File: src/rtl/rx_boxcar_decimator.sv
// Boxcar decimator: sums N complex I/Q samples per result and queues results in a small FIFO.
// Define RX_DECIM_OVF_EN to get a sticky overflow_o flag for results dropped on a full FIFO.
module rx_boxcar_decimator #(
    parameter int FIFO_DEPTH = 4
) (
    input  logic        clk,
    input  logic        rst,
    input  logic [15:0] rate_axis_tdata_i,
    input  logic        rate_axis_tvalid_i,
    input  logic [31:0] rx_iq_axis_tdata_i,
    input  logic        rx_iq_axis_tvalid_i,
    output logic [63:0] axis_tdata_o,
    output logic        axis_tvalid_o,
    input  logic        axis_tready_i,
    output logic        overflow_o
);
    localparam int AW = $clog2(FIFO_DEPTH);

    logic [15:0] r_rate;
    logic [15:0] r_count;
    logic [31:0] r_accI;
    logic [31:0] r_accQ;
    logic [63:0] r_mem [FIFO_DEPTH];
    logic [AW:0] r_wrPtr;
    logic [AW:0] r_rdPtr;

    logic        w_accept;
    logic        w_last;
    logic        w_empty;
    logic        w_full;
    logic        w_pop;
    logic        w_write;
    logic [31:0] w_sumI;
    logic [31:0] w_sumQ;

    // A rate load in the same cycle wins over the sample, and R=0 parks the accumulator.
    assign w_accept = rx_iq_axis_tvalid_i && !rate_axis_tvalid_i && (r_rate != 16'd0);
    assign w_last   = w_accept && (r_count == r_rate - 16'd1);
    assign w_sumI   = r_accI + {{16{rx_iq_axis_tdata_i[15]}}, rx_iq_axis_tdata_i[15:0]};
    assign w_sumQ   = r_accQ + {{16{rx_iq_axis_tdata_i[31]}}, rx_iq_axis_tdata_i[31:16]};

    assign w_empty = (r_wrPtr == r_rdPtr);
    assign w_full  = (r_wrPtr[AW] != r_rdPtr[AW]) && (r_wrPtr[AW-1:0] == r_rdPtr[AW-1:0]);
    assign w_pop   = !w_empty && axis_tready_i;
    assign w_write = w_last && (!w_full || w_pop);

    assign axis_tvalid_o = !w_empty;
    assign axis_tdata_o  = w_empty ? 64'd0 : r_mem[r_rdPtr[AW-1:0]];

    always_ff @(posedge clk) begin
        if (rst) begin
            r_rate  <= 16'd0;
            r_count <= 16'd0;
            r_accI  <= 32'd0;
            r_accQ  <= 32'd0;
        end else if (rate_axis_tvalid_i) begin
            r_rate  <= rate_axis_tdata_i;
            r_count <= 16'd0;
            r_accI  <= 32'd0;
            r_accQ  <= 32'd0;
        end else if (w_accept) begin
            if (w_last) begin
                r_count <= 16'd0;
                r_accI  <= 32'd0;
                r_accQ  <= 32'd0;
            end else begin
                r_count <= r_count + 16'd1;
                r_accI  <= w_sumI;
                r_accQ  <= w_sumQ;
            end
        end
    end

    always_ff @(posedge clk) begin
        if (rst) begin
            r_wrPtr <= '0;
            r_rdPtr <= '0;
        end else begin
            if (w_write) r_wrPtr <= r_wrPtr + {{AW{1'b0}}, 1'b1};
            if (w_pop)   r_rdPtr <= r_rdPtr + {{AW{1'b0}}, 1'b1};
        end
    end

    // Storage needs no reset: the pointers alone decide which entries are live.
    always_ff @(posedge clk) begin
        if (w_write) r_mem[r_wrPtr[AW-1:0]] <= {w_sumQ, w_sumI};
    end

`ifdef RX_DECIM_OVF_EN
    logic r_overflow;

    always_ff @(posedge clk) begin
        if (rst) begin
            r_overflow <= 1'b0;
        end else if (rate_axis_tvalid_i) begin
            r_overflow <= 1'b0;
        end else if (w_last && w_full && !w_pop) begin
            r_overflow <= 1'b1;
        end
    end

    assign overflow_o = r_overflow;
`else
    assign overflow_o = 1'b0;
`endif

endmodule

File: config.mk
export PLATFORM = sky130hd
export DESIGN_NAME = rx_boxcar_decimator
export DESIGN_NICKNAME = d
export VERILOG_FILES = /design/src/rtl/rx_boxcar_decimator.sv
export SDC_FILE = /design/constraint.sdc
export NUM_CORES = 1
export LEC_CHECK = 0
export ABC_AREA = 1
export BUFFER_PORTS_ARGS = -buffer_cell sky130_fd_sc_hd__buf_2
export CORE_UTILIZATION = 45
export CTS_BUF_LIST = sky130_fd_sc_hd__clkbuf_16
export DETAILED_ROUTE_END_ITERATION = 10
export SLEW_MARGIN = 0
export SYNTH_ARGS = -nofsm -noshare
export SYNTH_HDL_FRONTEND = slang
export SYNTH_SLANG_ARGS = --single-unit
File: constraint.sdc
create_clock -name clk -period 4.9 [get_ports clk]
set_input_delay 0.49 -clock clk [delete_from_list [all_inputs] [get_ports clk]]
set_output_delay 0.49 -clock clk [all_outputs]
set_load 0.02 [all_outputs]
---- Yosys cells after proc, flatten, opt, wreduce, memory -nomap -nowiden ----
Memory sizes are Yosys's and may differ from the RTL's. A register that Yosys moved wholly into a read port is not among the register bits.
Index checks and enable logic that the tools add are counted.
word-level totals
  memories kept ........................... 1
  output and inout bits ................... 66
  bits in read-only memories .............. 0
  RAM bits ................................ 256
  register bits ........................... 102
  word-level logic and storage cells ...... 37
  bits of input ports ..................... 53
  latch bits .............................. 0
cells by class
  bitwise gates (word level) .............. 0
  shift-type cells ........................ 0
  add/sub/neg operators ................... 6
  equal/unequal tests ..................... 4
  divide/modulo/power cells ............... 0
  mux-type cells .......................... 8
  multiply operators ...................... 0
  reductions and logical operators ........ 12
  $lt $le $gt $ge ......................... 0
memory list
  memory  words  width  rd ports  clocked after memory_dff  write ports  RTL line  source
  r_mem   4      64     1         1                         1            23        logic [63:0] r_mem [FIFO_DEPTH];
operator list
  cell                                                                   count
  32-bit adder                                                           2
  32-bit 2-to-1 mux                                                      2
  64-bit 2-to-1 mux                                                      1
  16-bit by 1-bit adder with 16-bit output (second input constant)       1
  16-bit equality test                                                   1
  16-bit 2-to-1 mux                                                      1
  16-bit nonzero test                                                    1
  16-bit by 1-bit subtractor with 16-bit output (second input constant)  1
  3-bit by 1-bit adder with 3-bit output (second input constant)         2
  1-bit logical AND                                                      6
  2-bit 2-to-1 mux                                                       2
  3-bit equality test                                                    1
  1-bit zero test                                                        3
  2-bit equality test                                                    1
  1-bit 2-to-1 mux                                                       2
  2-bit OR reduction                                                     1
  1-bit logical OR                                                       1
  1-bit inequality test                                                  1

---- Longest topological paths before layout ----
  word-level depth ........................ 7
  gate-level depth with buffers ........... 16
  depth with buffers taken out ............ 16

---- Least setup slack after synthesis ----
No wires, ideal clock.
  path kind ............................... reg-to-reg
  start point ............................. reg r_rate[0]
  end point ............................... mem r_mem[0][0] (enable)
  slack ................................... 161 ps
  stages on the path, launching flop included .. 11
  arrival ................................. 4252 ps
  clock period less this slack ............ 4739 ps
  buffers on the path ..................... 0
  cells stage by stage .................... dfxtp_1 inv_2 ha_1 xnor2_1 nor2_1 nand2_1 nor2_1 nand3_1 nor3_4 nand3_1 nor2_1
between the ends
  word-level cells in the longest chain between the ends .. 6
RTL lines
  item                                                                                  RTL line  source
  start, declared                                                                       19        logic [15:0] r_rate;
  start signal, assigned                                                                57        r_rate <= rate_axis_tdata_i;
  16-bit by 1-bit subtractor with 16-bit output or 16-bit nonzero test (tied branches)  38, 37
  16-bit equality test or 1-bit logical AND (tied branches)                             38, 37
  1-bit logical AND (*)                                                                 38        assign w_last = w_accept && (r_count == r_rate - 16'd1);
  1-bit logical AND (*)                                                                 45        assign w_write = w_last && (!w_full || w_pop);
  1-bit 2-to-1 mux (*)                                                                  86        if (w_write) r_mem[r_wrPtr[AW-1:0]] <= {w_sumQ, w_sumI};
  1-bit 2-to-1 mux (implied by the code) (*)                                            86
  end, declared                                                                         23
Every way passes the cells marked *; elsewhere a longest branch is shown, timed or not.

==> results.txt <==
Seq pwr share: 46.2%
share of cells above drive strength 1: 10.1%
CP max stage delay: 830 ps
status: finished, final reports clean
Crit Reg-Reg Endpoint: r_mem[1][33]
Initial Util: 45.6%
largest family of logic cells by synthesized area: simple AND/OR/NAND/NOR gates
CTS tree: yes
Sw Pwr: 0.00197 W
fin cells: 2786
Metal-1 WL: 22.5 mm
antenna violations before repair: 0
total grt overflow: 0
Post-Synth Adder-Cell Area: 4.93%
via count: 14700
DR WL met2: 21.5 mm
final core utilization: 51.2%
Worst EP required: 4410 ps
WL final: 46.8 mm
r2r setup slk: 1710 ps
hold_sp: rate_axis_tdata_i[13]
clk buf depth: 3
postcts setup bufs: 0
Slowest-stage cell, CP: buf_4
Logic pwr share: 14.7%
Max transition margin: 27.7%
TritonCTS Buffers: 40
sum of negative setup slack: 0 ps
DR pass1 iterations: 5
proportion of synthesized area in mux cells: 0%
maximum fanout along the worst path: 106
Hold Crit Depth: 3
FF-to-FF path depth: 13
leakage power: 8.92 nW
cts hold-fix bufs: 0
worst skew pair latency: 550 ps
Slew @ Worst Pin: 1080 ps
IO Pins: 119
Setup Skew: 18.7 ps
initial DRC count: 897
first-pass GRT wire length: 75.4 mm
vias in the first global route: 14200
simple-gate share of the synthesized area: 22.3%
most common cell after layout, fill and taps aside: nand2_1
area leader, netlist: edfxtp_1
register area share after synthesis: 52.6%
hold path endpoint: r_rate[13]
xor and xnor area share after synthesis: 2.60%
CTS clk-pin slew, worst paths: 50 ps
synthesis-to-finish area growth: 12.4%
Fill cells: 3871
synthesized flop and latch total: 360
synth top area cells: edfxtp_1 41%, dfxtp_1 11%, nand2_1 9.0%
core outline area: 40700 um^2
reg2reg start: r_rate[1]
post_cts resized: 0
Clock Sinks: 360
Crit Path Category: flop to primary output
Post-Place Cells: 2716
synthesized area: 18600 um^2
port bufs: 117
CTS H-tree lvls: 2
Net Count, Synth: 2262
clock root cell: clkbuf_16
Yosys cell types: 39
synthesized netlist cell count: 2137
Via density: 5.29
Compound-Gate Fraction of Synth Area: 11.7%
Tot GR Track Use: 22.6%
die extent in x: 205 um
arrival time worst endpoint: 2880 ps
Hold Fails Final Rpt: 0
post-route design area: 20900 um^2
placed cell area: 19600 um^2
row count: 74
drt drc: 0
P_int: 0.00531 W
switching fraction of total power: 27.1%
Final ANT Viol Nets: 0
startpoint types: flop
n_diodes: 0
met3 routed WL: 1.95 mm
Final Cycle Share: 68.8%
top-area cell type share of the netlist area: 41.4%
setup violators final: 0
maxcap violations: 0
GP Congestion: 0.948
Die Height: 205 um
Power Density: 349 nW/um^2
Hold Path Class: input pin to flop
Final Total Pwr: 0.00728 W
pins over their slew limit: 0
clock share of power: 39.1%
Synth warnings: 0
Max Fclk: 297 MHz
routed len/inst: 16.8 um
area of the die: 42100 um^2
dpl hpwl: 31.4 mm
Peak VDD IR: 0.262 mV
top layer in use: met4
minimum clock period: 3370 ps
syn_area_per_cell: 8.69 um^2
RSZ-0062 raised after global routing: false
critical path capture point type: primary output
most frequent cells in the layout: 442 x nand2_1, 349 x nor2_1, 256 x edfxtp_1
Final nets: 2351
maximum number of pins on one net before global-route repair: 107
critical path, cell by cell: buf_4, nor2_1, o32ai_1, nand2_1, inv_1, buf_2
cell families after synthesis:
family,after synthesis
XOR/XNOR,55
AO/OA/AOI/OAI,379
adder cells (fa/ha/maj),72
AND/OR/NAND/NOR,996
other,1
flip-flops,360
buffers and inverters,274
registers in the layout (all words and copies together), names as in the netlist, named ones only:
name / cells
r_mem: 256
r_accI: 32
r_accQ: 32
r_count: 16
r_rate: 16
r_rdPtr: 3
r_wrPtr: 3
power groups by stage:
stage	Combinational (W)	Clock (W)	Sequential (W)
after floorplan	0.000765	0	0.00340
after global placement	0.00107	0	0.00343
after detailed placement	0.00107	0	0.00343
after CTS	0.00108	0.00291	0.00337
after global routing	0.00120	0.00304	0.00337
final	0.00107	0.00285	0.00337
synth_stat cells (all sizes together):
cell    instances
o21ai         137
conb            1
nor3           17
nor4            5
clkbuf         61
nand2         449
xor2           46
nand2b          1
edfxtp        256
nand3         140
and2            1
o32ai          64
ha             70
o21bai          5
xnor2           9
o21a            2
inv           190
or2             2
dfxtp         104
a21oi         162
o22ai           1
buf            23
fa              2
a21o            8
nand4          10
nand3b          8
nor2          363
worst max-delay path, delay by kind of cell, from the launching register on:
kind,cells,cell delay [ps]
flops,1,500
buf+inv,3,1060
compound gates,1,500
simple gates,2,200
metrics by stage:
| stage | setup WS [ps] | hold WS [ps] |
|---|---|---|
| floorplan | 161 | 448 |
| global placement | 1760 | 456 |
| detailed placement | 1710 | 461 |
| CTS | 1410 | 146 |
| global route | 1290 | 159 |
| finish | 1530 | 172 |
cell type report:
class                      instances  area (um^2)  area share (%)
timing repair buffer             131          728            3.49
inverter                         190          716            3.43
clock inverter                    29          210            1.01
multi-input combinational       1503         7740            37.1
sequential                       360         9780            46.9
tap                              532          666            3.19
clock buffer                      41         1030            4.92
how the worst max path moves through the flow:
stage,start,end,slack (ps),depth (start not counted)
6_report,flop,axis_tdata_o[14],1530,6
5_1_grt,flop,axis_tdata_o[14],1290,6
4_1_cts,flop,axis_tdata_o[14],1410,6
3_5_place_dp,r_rate[1],r_mem[2][39],1710,13
3_3_place_gp,r_rate[0],r_mem[2][42],1760,11
2_1_floorplan,r_rate[0],r_mem[0][0],160,10
per-layer routing:
layer / up-vias / track usage [%]
li1: 7427 / -
met1: 6977 / 31.5
met2: 289 / 37.0
met3: 56 / 3.39
met4: 0 / 5.42
met5: - / 0
No activity file was read; power rests on OpenSTA's default activity.
